## src/rtl/xcvr_652_sync.sv

```systemverilog
// xcvr_652_sync: registered bidirectional bus transceiver (74S652-style) with full/overrun handshake.
// Optional XCVR_PARITY_EN adds odd parity on b_out and a parity-error flag on reg_ab loads.
`default_nettype none

module xcvr_652_sync #(
  parameter int W = 8
) (
  input  logic         clk,
  input  logic         reset,
  input  logic [W-1:0] a_in,
  input  logic [W-1:0] b_in,
  input  logic         cab,
  input  logic         cba,
  input  logic         sab,
  input  logic         sba,
  input  logic         oeab,
  input  logic         oeba_n,
  input  logic         ab_ack,
  input  logic         ba_ack,
  input  logic         clr_ovr,
  output logic [W-1:0] b_out,
  output logic         b_oe,
  output logic [W-1:0] a_out,
  output logic         a_oe,
  output logic         ab_full,
  output logic         ba_full,
  output logic         ab_ovr,
  output logic         ba_ovr
`ifdef XCVR_PARITY_EN
  ,
  output logic         b_par,
  output logic         ab_perr
`endif
);

  typedef enum logic {
    ST_EMPTY = 1'b0,
    ST_FULL  = 1'b1
  } state_t;

  state_t       ab_st_q, ab_st_d;
  state_t       ba_st_q, ba_st_d;
  logic [W-1:0] reg_ab_q, reg_ab_d;
  logic [W-1:0] reg_ba_q, reg_ba_d;
  logic         ab_ovr_q, ab_ovr_d;
  logic         ba_ovr_q, ba_ovr_d;

  always_ff @(posedge clk or posedge reset) begin
    if (reset) begin
      ab_st_q  <= ST_EMPTY;
      ba_st_q  <= ST_EMPTY;
      reg_ab_q <= '0;
      reg_ba_q <= '0;
      ab_ovr_q <= 1'b0;
      ba_ovr_q <= 1'b0;
    end else begin
      ab_st_q  <= ab_st_d;
      ba_st_q  <= ba_st_d;
      reg_ab_q <= reg_ab_d;
      reg_ba_q <= reg_ba_d;
      ab_ovr_q <= ab_ovr_d;
      ba_ovr_q <= ba_ovr_d;
    end
  end

  // A load while FULL without a matching ack loses data; set beats clr_ovr.
  always_comb begin
    ab_st_d  = ab_st_q;
    reg_ab_d = reg_ab_q;
    ab_ovr_d = ab_ovr_q & ~clr_ovr;
    if (cab) reg_ab_d = a_in;
    case (ab_st_q)
      ST_EMPTY: if (cab) ab_st_d = ST_FULL;
      ST_FULL: begin
        if (cab) begin
          if (!ab_ack) ab_ovr_d = 1'b1;
        end else if (ab_ack) begin
          ab_st_d = ST_EMPTY;
        end
      end
      default: ab_st_d = ST_EMPTY;
    endcase
  end

  always_comb begin
    ba_st_d  = ba_st_q;
    reg_ba_d = reg_ba_q;
    ba_ovr_d = ba_ovr_q & ~clr_ovr;
    if (cba) reg_ba_d = b_in;
    case (ba_st_q)
      ST_EMPTY: if (cba) ba_st_d = ST_FULL;
      ST_FULL: begin
        if (cba) begin
          if (!ba_ack) ba_ovr_d = 1'b1;
        end else if (ba_ack) begin
          ba_st_d = ST_EMPTY;
        end
      end
      default: ba_st_d = ST_EMPTY;
    endcase
  end

  assign b_out   = sab ? reg_ab_q : a_in;
  assign a_out   = sba ? reg_ba_q : b_in;
  assign b_oe    = oeab;
  assign a_oe    = ~oeba_n;
  assign ab_full = (ab_st_q == ST_FULL);
  assign ba_full = (ba_st_q == ST_FULL);
  assign ab_ovr  = ab_ovr_q;
  assign ba_ovr  = ba_ovr_q;

`ifdef XCVR_PARITY_EN
  logic ab_perr_q, ab_perr_d;

  always_comb begin
    ab_perr_d = ab_perr_q & ~clr_ovr;
    if (cab && !(^a_in)) ab_perr_d = 1'b1;
  end

  always_ff @(posedge clk or posedge reset) begin
    if (reset) ab_perr_q <= 1'b0;
    else       ab_perr_q <= ab_perr_d;
  end

  assign b_par   = ~(^b_out);
  assign ab_perr = ab_perr_q;
`endif

endmodule

`default_nettype wire

```

## config.mk

```make
export PLATFORM = sky130hd
export DESIGN_NAME = xcvr_652_sync
export DESIGN_NICKNAME = d
export VERILOG_FILES = /design/src/rtl/xcvr_652_sync.sv
export SDC_FILE = /design/constraint.sdc
export NUM_CORES = 1
export LEC_CHECK = 0
export CORE_AREA = 4 4 63 65
export DETAILED_ROUTE_END_ITERATION = 6
export DIE_AREA = 0 0 67 69
export DONT_BUFFER_PORTS = 1
export GPL_ROUTABILITY_DRIVEN = 0
export RECOVER_POWER = 25
export SLEW_MARGIN = 10
export SYNTH_ARGS = -nofsm -noshare
export SYNTH_HDL_FRONTEND = slang
export SYNTH_SLANG_ARGS = --single-unit
```

## constraint.sdc

```tcl
create_clock -name clk -period 1.23 [get_ports clk]
set_clock_uncertainty 0.1 [all_clocks]
set_input_delay 0.123 -clock clk [delete_from_list [all_inputs] [get_ports clk]]
set_output_delay 0.123 -clock clk [all_outputs]
set_load 0.01 [all_outputs]
```

Word-level counts from Yosys, hierarchy flattened
Index checks and enable logic that the tools add are counted. Widths: inputs -> output; s select.

Memories: 0. Word-level logic and storage cells: 28. Register bits after elaboration: 20. Output and inout port bits: 22. Latch bits: 0. Memory bits (writable): 0. ROM bits: 0.

Shifts and indexed selects: 0. Add/subtract/negate cells: 0. Bitwise operators: 6. $lt $le $gt $ge: 0. Multiplexer cells: 16. Reduce and logical (&&, ||, !) cells: 0. Multiply operators: 0. Div/mod/pow operators: 0. Equal/unequal tests: 0.

Operators by type and width (count): $mux 8 (2); $mux 1 (12); $not 1->1 (4); $pmux 1 s2 (2); $and 1x1->1 (2).

Logic depth before layout (Yosys ltp)
Gate-level depths: netlist of run 1.

Depth after elaboration: 5. Mapped depth: 2. Depth with buffers taken out: 2.

Worst setup path after synthesis of run 1
No wires, ideal clock.

Path kind: register -> register. From: reg ab_st_q (netlist: ab_full). To: reg ab_ovr_q (netlist: ab_ovr). Arrival: 0.657 ns. Cell stages (with the launch flop): 2. Slack: 0.352 ns. Required time: 1.008 ns. Path buffers: 0. Setup time: 0.122 ns. Cells stage by stage: dfrtp_1 > a32o_1.

Cells in the longest elaborated chain, start to end: 1.

RTL lines: start, declared (line 41) `state_t ab_st_q, ab_st_d;`; start signal, assigned (line 57) `ab_st_q <= ab_st_d;`; $mux 1 (line 72) `case (ab_st_q)`; named net ab_ovr_d (line 45) `logic ab_ovr_q, ab_ovr_d;`; end signal, assigned (line 61) `ab_ovr_q <= ab_ovr_d;`; end, declared (line 45).

The timed path passes the listed nets, and every way through them passes these cells. A chain may end at the register's enable or synchronous reset.

Worst setup path after layout of run 1
From: reg reg_ba_q[1]. To: out a_out[1].

Cells in the longest elaborated chain, start to end: 1.

RTL lines: start, declared (line 44) `logic [W-1:0] reg_ba_q, reg_ba_d;`; start signal, assigned (line 60) `reg_ba_q <= reg_ba_d;`; $mux 8 (line 104) `assign a_out = sba ? reg_ba_q : b_in;`; end, declared (line 23) `output logic [W-1:0] a_out,`.

No other way between the ends.

==> results of run 1 <==
Yosys cell counts (all sizes together):
library cell / instances
a21o: 2
a32o: 2
buf: 5
dfrtp: 20
inv: 5
mux2: 32
final cells by class:
class | count | area share (%)
repair buffers | 22 | 15.5
well taps | 46 | 4.35
multi-input cells | 36 | 39.2
clock buffers | 3 | 1.70
inverters | 5 | 1.42
flip-flops and latches | 20 | 37.8
per-stage QoR:
stage / instances / worst slack, ns / instance area [um2] / hold WS (ns)
floorplan: 66 / 0.352 / 1090 / -0.0132
global placement: 108 / 0.339 / 1100 / -0.0429
detailed placement: 108 / 0.321 / 1100 / -0.0344
CTS: 128 / 0.0110 / 1290 / -0.194
global route: 132 / -0.0211 / 1320 / -0.191
finish: 132 / 0.0343 / 1320 / -0.177
per-layer routing:
layer / wire length [um] / part of all wire (%)
met4: 0 / 0
met2: 965 / 47
met3: 208 / 10
met1: 880 / 43
met5: 0 / 0
worst paths after layout:
kind                               endpoint        start  slack [ns]
worst max-delay path               a_out[1]  reg_ba_q[1]        0.03
min in group asynchronous       reg_ba_q[5]        reset        0.28
worst min-delay path                ab_full          cab       -0.18
max in group asynchronous       reg_ab_q[2]        reset        0.43
worst max register to register  reg_ba_q[1]  reg_ba_q[1]        0.23
worst min register to register  reg_ba_q[7]  reg_ba_q[7]        0.42
sequential cells by signal, summed over array words and instances (netlist names):
signal / flops
reg_ab_q: 8
reg_ba_q: 8
ab_full: 1
ab_ovr: 1
ba_full: 1
ba_ovr: 1
cell families (layout without fill, tap and decap cells):
| group | after synthesis | count (layout) |
|---|---|---|
| flip-flops | 20 | 20 |
| AO/OA/AOI/OAI | 4 | 4 |
| multiplexers | 32 | 32 |
| buffers and inverters | 10 | 30 |
repair_timing:
action / in CTS / in global routing
setup endpoints to repair: 0 / 10
hold endpoints to repair: 40 / 20
buffers inserted: 0 / 4
power by group through the flow:
stage	sequential, mW	clock (mW)	combinational, mW
2_1_floorplan	0.765	0	0.272
3_3_place_gp	0.773	0	0.253
3_5_place_dp	0.775	0	0.257
4_1_cts	0.765	0.326	0.302
5_1_grt	0.772	0.344	0.338
6_report	0.764	0.298	0.316
==> impl_metrics.json, run 1 <==
{
  "drt_iter0_drc": 5,
  "syn_nets": 93,
  "seqPwrFrac_pct": 55.5,
  "ant_nets": 0,
  "cts.htree.levels": 1,
  "layout_common_cells": "32 x mux2_4, 20 x dfrtp_1, 17 x dlygate4sd3_1, 5 x inv_1, 4 x buf_4",
  "synth_fa_ha_area_share_pct": 0,
  "ctsHoldBuffers": 17,
  "cts_tree": "built",
  "cts_root_buffer": "clkbuf_4",
  "yosys.area_share.simple_pct": 0,
  "reg2reg_depth": 2,
  "criticalPathCategory": "reg2out",
  "maxSlewViolCount": 0,
  "cp_max_fo": 2,
  "path_clk_slew_ns": 0.11,
  "pwr-share-comb_pct": 22.9,
  "nNetsFinal": 115,
  "synth_compound_area_share_pct": 3.44,
  "die_w_um": 67,
  "boundaryPins": 49,
  "path_depth": 1,
  "layout_commonest_cell": "mux2_4",
  "rows": 21,
  "core_mm2": 0.00334,
  "setup_tns_ns": 0,
  "p_int_mw": 1.05,
  "synth_xor_area_share_pct": 0,
  "final_layout_size_suffix_gt1_share_pct": 48.8,
  "yosys_warnings": 0,
  "cp.arrival_ns": 0.97,
  "insertion_delay_ns": 0.29,
  "syn2layout_area_growth_pct": 21.4,
  "switching_share_pct": 23.4,
  "slew_headroom_pct": 67.0,
  "yosysTopAreaCell": "dfrtp_1",
  "syn-cell-area_mm2": 0.00109,
  "grt.met1_usage_pct": 9.96,
  "crit_buf_inv": 0,
  "cts.sinks": 20,
  "antenna_found_initial": 0,
  "avgSynthCellArea_um2": 16.5,
  "irDropWorstVdd_mv": 0.304,
  "cp-start-kind": "register",
  "synth_cells": 66,
  "slowest_delay_ns": 0.41,
  "fill_cells": 326,
  "max_freq_ghz": 0.836,
  "maxCapViolCount": 0,
  "drc": 0,
  "synth_seq_cells": 20,
  "num_antenna_cells": 0,
  "hold_viol": 20,
  "wirelength_um": 2050,
  "hp-class": "in2reg",
  "grt.total_usage_pct": 8.42,
  "yosys-top-cells-area": "dfrtp_1 46%, mux2_4 44%, buf_6 4.1%",
  "period_needed_ns": 1.20,
  "numPortBuffers": 0,
  "post-route-period-util_pct": 97.2,
  "crit_required_ns": 1.01,
  "vias_per_cell": 4.41,
  "synth_seq_area_share_pct": 45.9,
  "synth_mux_area_share_pct": 44.1,
  "leakage_nw": 0.646,
  "start_util_pct": 32.7,
  "power_density_mw_per_mm2": 1040,
  "cts_repair_resize_count": 0,
  "ys_types": 7,
  "multi_input_area_um2": 518,
  "worst_pin_slew_ns": 0.494,
  "die_area_mm2": 0.00462,
  "yosysTopAreaCellShare_pct": 45.9,
  "dr.pass1.iters": 4,
  "vias": 582,
  "crit_path_end_kind": "primary output",
  "setup_viol": 0,
  "cpLargestDelayFamily": "flip-flops",
  "worstPathCellList": "mux2_4",
  "worst_path_max_delay_cell": "dfrtp_1",
  "total_power_mw": 1.38,
  "grt_util_met3_pct": 2.76,
  "dp_hpwl_um": 1410,
  "cts_buffers": 3,
  "grt_start_max_net_pins": 21,
  "clockBufferDepth": 2,
  "hold_ws_ns": -0.177,
  "wl_per_cell_um": 15.6,
  "violations": "negative hold slack",
  "status": "finished, violations left",
  "ff_latch_area_um2": 500,
  "die_h_um": 69,
  "busiest_layer": "met2",
  "grt_overflow": 0,
  "min_delay_path_depth": 1,
  "grt_pass1_vias": 666,
  "final_util_pct": 39.6,
  "synth_top_family_by_area": "multiplexers",
  "pwr-share-clk_pct": 21.6,
  "p_switching_mw": 0.323,
  "rsz0062_at_grt": "yes",
  "grtUsageMet2_pct": 14.4,
  "grt_pass1_wl_um": 3050
}
(Power assumes the default switching activity.)
==> inputs of run 2 (changes only) <==
--- a/config.mk
+++ b/config.mk
@@ -5,11 +5,15 @@
 export SDC_FILE = /design/constraint.sdc
 export NUM_CORES = 1
 export LEC_CHECK = 0
-export CORE_AREA = 4 4 63 65
+export ABC_AREA = 1
+export CELL_PAD_IN_SITES_DETAIL_PLACEMENT = 1
+export CELL_PAD_IN_SITES_GLOBAL_PLACEMENT = 2
+export CORE_AREA = 4 4 55 69
 export DETAILED_ROUTE_END_ITERATION = 6
-export DIE_AREA = 0 0 67 69
+export DIE_AREA = 0 0 59 73
 export DONT_BUFFER_PORTS = 1
 export GPL_ROUTABILITY_DRIVEN = 0
+export PLACE_DENSITY_LB_ADDON = 0.1
 export RECOVER_POWER = 25
 export SLEW_MARGIN = 10
 export SYNTH_ARGS = -nofsm -noshare
==> run 2 against run 1 <==
- via count grew 52%
- worst setup slack gained 0.12 ns
- core utilization grew 0.33 points
- cell count grew 48%
- clock power grew 41%
- die area shrank 6.8%
- flip-flop and latch count is the same
- the flow now finishes without violations
- combinational power shrank 28%
- first-iteration DRC count grew to 4.0 times the previous value
- global-route usage grew 3.3 points
- total power grew 1.6%
- worst hold slack gained 0.32 ns
==> impl_metrics.json, run 2 <==
{
  "boundaryPins": 49,
  "layout_common_cells": "72 x nand2_1, 21 x inv_1, 20 x dfrtp_1, 20 x dlygate4sd3_1, 16 x o21ai_0",
  "die_area_mm2": 0.00431,
  "yosys.area_share.simple_pct": 28.2,
  "largestRegisters": "reg_ab_q: 8 flops, reg_ba_q: 8 flops",
  "final_layout_size_suffix_gt1_share_pct": 3.77,
  "worst_pin_slew_ns": 0.513,
  "synth_seq_cells": 20,
  "syn-cell-area_um2": 992,
  "yosysTopAreaCell": "dfrtp_1",
  "synth_mux_area_share_pct": 0,
  "post-route-period-util_pct": 87.7,
  "power_density_mw_per_mm2": 1110,
  "rows": 23,
  "dpl_cell_area_mm2": 0.00100,
  "num_antenna_cells": 0,
  "cts.sinks": 20,
  "hp-class": "in2out",
  "min_from": "oeab",
  "slowest_delay_ns": 0.38,
  "leakage_nw": 0.716,
  "maxCapViolCount": 0,
  "vias": 885,
  "grt_pass1_wl_um": 3950,
  "grt_start_max_net_pins": 21,
  "p_switching_mw": 0.370,
  "slew_headroom_pct": 65.8,
  "vias_per_cell": 4.52,
  "worstReg2RegStart": "ba_full",
  "final_area_mm2": 0.00126,
  "antenna_found_initial": 0,
  "yosys_warnings": 0,
  "maxSlewViolCount": 0,
  "yosys-top-cells-area": "dfrtp_1 50%, nand2_1 27%, o21ai_0 8.1%",
  "layout_commonest_cell": "nand2_1",
  "synth_cells": 138,
  "crit_required_ns": 1.01,
  "hold_viol": 0,
  "grt.total_usage_pct": 11.7,
  "ys_types": 8,
  "criticalPathCategory": "reg2out",
  "crit_start": "reg_ba_q[0]",
  "worst_path_max_delay_cell": "dfrtp_1",
  "cts_setup_buffers": 0,
  "reg2reg_to": "ba_ovr",
  "rrSetupSlack_ns": 0.43,
  "grt_pass1_vias": 909,
  "synthTopCellsByCount": "72 x nand2_1, 21 x inv_1, 20 x dfrtp_1",
  "pwr-share-comb_pct": 16.2,
  "ant_nets": 0,
  "hold_ws_ns": 0.146,
  "path_clk_slew_ns": 0.07,
  "cts_tree": "built",
  "total_power_mw": 1.40,
  "clockBufferDepth": 2,
  "setup_viol": 0,
  "drt_iter0_drc": 20,
  "core_mm2": 0.00317,
  "cp-start-kind": "register",
  "cts.htree.levels": 1,
  "crit_path_end_kind": "primary output",
  "synth-async-reset-ratio_pct": 100,
  "p_int_mw": 1.03,
  "synth-edff-count": 0,
  "setup_tns_ns": 0,
  "final_cell_count_no_fill": 196,
  "reg2reg_depth": 2,
  "yosysTopAreaCellShare_pct": 50.4,
  "cp_max_fo": 2,
  "wl_per_cell_um": 12.1,
  "start_util_pct": 31.3,
  "grt_overflow": 0,
  "wirelength_um": 2380,
  "numPortBuffers": 0,
  "synth_fa_ha_area_share_pct": 0,
  "die_h_um": 73,
  "die_w_um": 59,
  "period_needed_ns": 1.08,
  "min_delay_path_depth": 0,
  "max_freq_ghz": 0.927,
  "worstPathCellList": "nand2_1, o21ai_0",
  "cts_buffers": 3,
  "dr.pass1.iters": 3,
  "pwr-share-clk_pct": 30.0,
  "drc": 0,
  "status": "completed",
  "rsz0062_at_grt": "no",
  "yosysMostFrequentCell": "nand2_1",
  "switching_share_pct": 26.4,
  "dp.cells": 171,
  "synth_seq_area_share_pct": 50.4,
  "dp_hpwl_um": 1710,
  "avgSynthCellArea_um2": 7.19,
  "synth_compound_area_share_pct": 8.07,
  "syn2layout_area_growth_pct": 27.5,
  "cts_root_buffer": "clkbuf_8",
  "irDropWorstVdd_mv": 0.535,
  "cp.arrival_ns": 0.86,
  "synth_ff_type": "dfrtp_1",
  "synth_top_family_by_area": "simple AND/OR/NAND/NOR gates",
  "syn_nets": 165,
  "insertion_delay_ns": 0.25,
  "holdPathEnd": "b_oe",
  "nNetsFinal": 188,
  "seqPwrFrac_pct": 53.8,
  "synth_xor_area_share_pct": 0
}
## run 2: cell types whose count changed in the layout (fill, tap and decap cells not counted)
cell and delta:
a21o_2 -2, a32o_1 -2, buf_4 -4, clkbuf_4 -3, clkbuf_8 +3, dlygate4sd3_1 +3
dlymetal6s4s_1 +2, inv_1 +16, inv_2 +2, mux2_4 -32, nand2_1 +72, nand3_1 +2
o21ai_0 +16
## run 2: worst max-delay path, delay by kind of cell, from the launching register on
family	cells	cell delay, ns
flops	1	0.38
compound gates	1	0.16
simple gates	1	0.06
## run 2: cells by family (layout without fill, tap and decap cells)
family                 Yosys count  count (layout)
AOI/OAI and AO/OA               16              16
buffers and inverters           28              49
DFF                             20              20
and+or+nand+nor                 74              74
## run 2: how the worst max path moves through the flow
stage / endpoint / cells past startpoint
after floorplan: a_out[0] / 2
after global routing: b_out[0] / 2
final: a_out[0] / 2
after detailed placement: b_out[2] / 2
after global placement: b_out[0] / 2
after CTS: reg_ab_q[5] / 4
## run 2: cell type report
class / instances / area (um2)
clock buffer: 3 / 41.3
fill: 398 / 1900
inverter: 23 / 86.3
multi-input combinational: 90 / 360
sequential: 20 / 500
tap: 37 / 46.3
timing repair buffer: 23 / 230
## run 2: timing repair
action | 4_1_cts | 5_1_grt
resized for setup | 0 | 2
setup endpoints to repair | 0 | 16
hold buffers | 22 | 0
endpoints found under the hold margin | 40 | 0
## run 2: metal layers
metal	vias to the layer above	share of wire [%]	GRT usage [%]
met1	406	40	13.5
met5	-	0	0
met2	29	52	21.4
li1	448	-	-
met3	2	7.6	2.30
met4	0	0.42	3.78
## run 2: power groups by stage
stage                     Sequential, mW  Clock (mW)  Combinational, mW
after floorplan                    0.756           0              0.162
after global placement             0.763           0              0.162
after detailed placement           0.765           0              0.169
after CTS                          0.753       0.445              0.234
after global routing               0.761       0.480              0.263
final                              0.752       0.420              0.227
## run 2: stage by stage
step	setup WS [ns]	util, %
5_1_grt	0.0763	40.0
3_3_place_gp	0.433	31.6
4_1_cts	0.0213	39.9
2_1_floorplan	0.469	-
6_report	0.151	40.0
3_5_place_dp	0.422	31.6
==> inputs of run 3 (changes only) <==
--- a/config.mk
+++ b/config.mk
@@ -12,7 +12,7 @@
 export DETAILED_ROUTE_END_ITERATION = 6
 export DIE_AREA = 0 0 59 73
 export DONT_BUFFER_PORTS = 1
-export GPL_ROUTABILITY_DRIVEN = 0
+export HOLD_SLACK_MARGIN = 0.02
 export PLACE_DENSITY_LB_ADDON = 0.1
 export RECOVER_POWER = 25
 export SLEW_MARGIN = 10
==> results of run 3 <==
No change in the layout: final DEF, timing and power equal those of run 2.
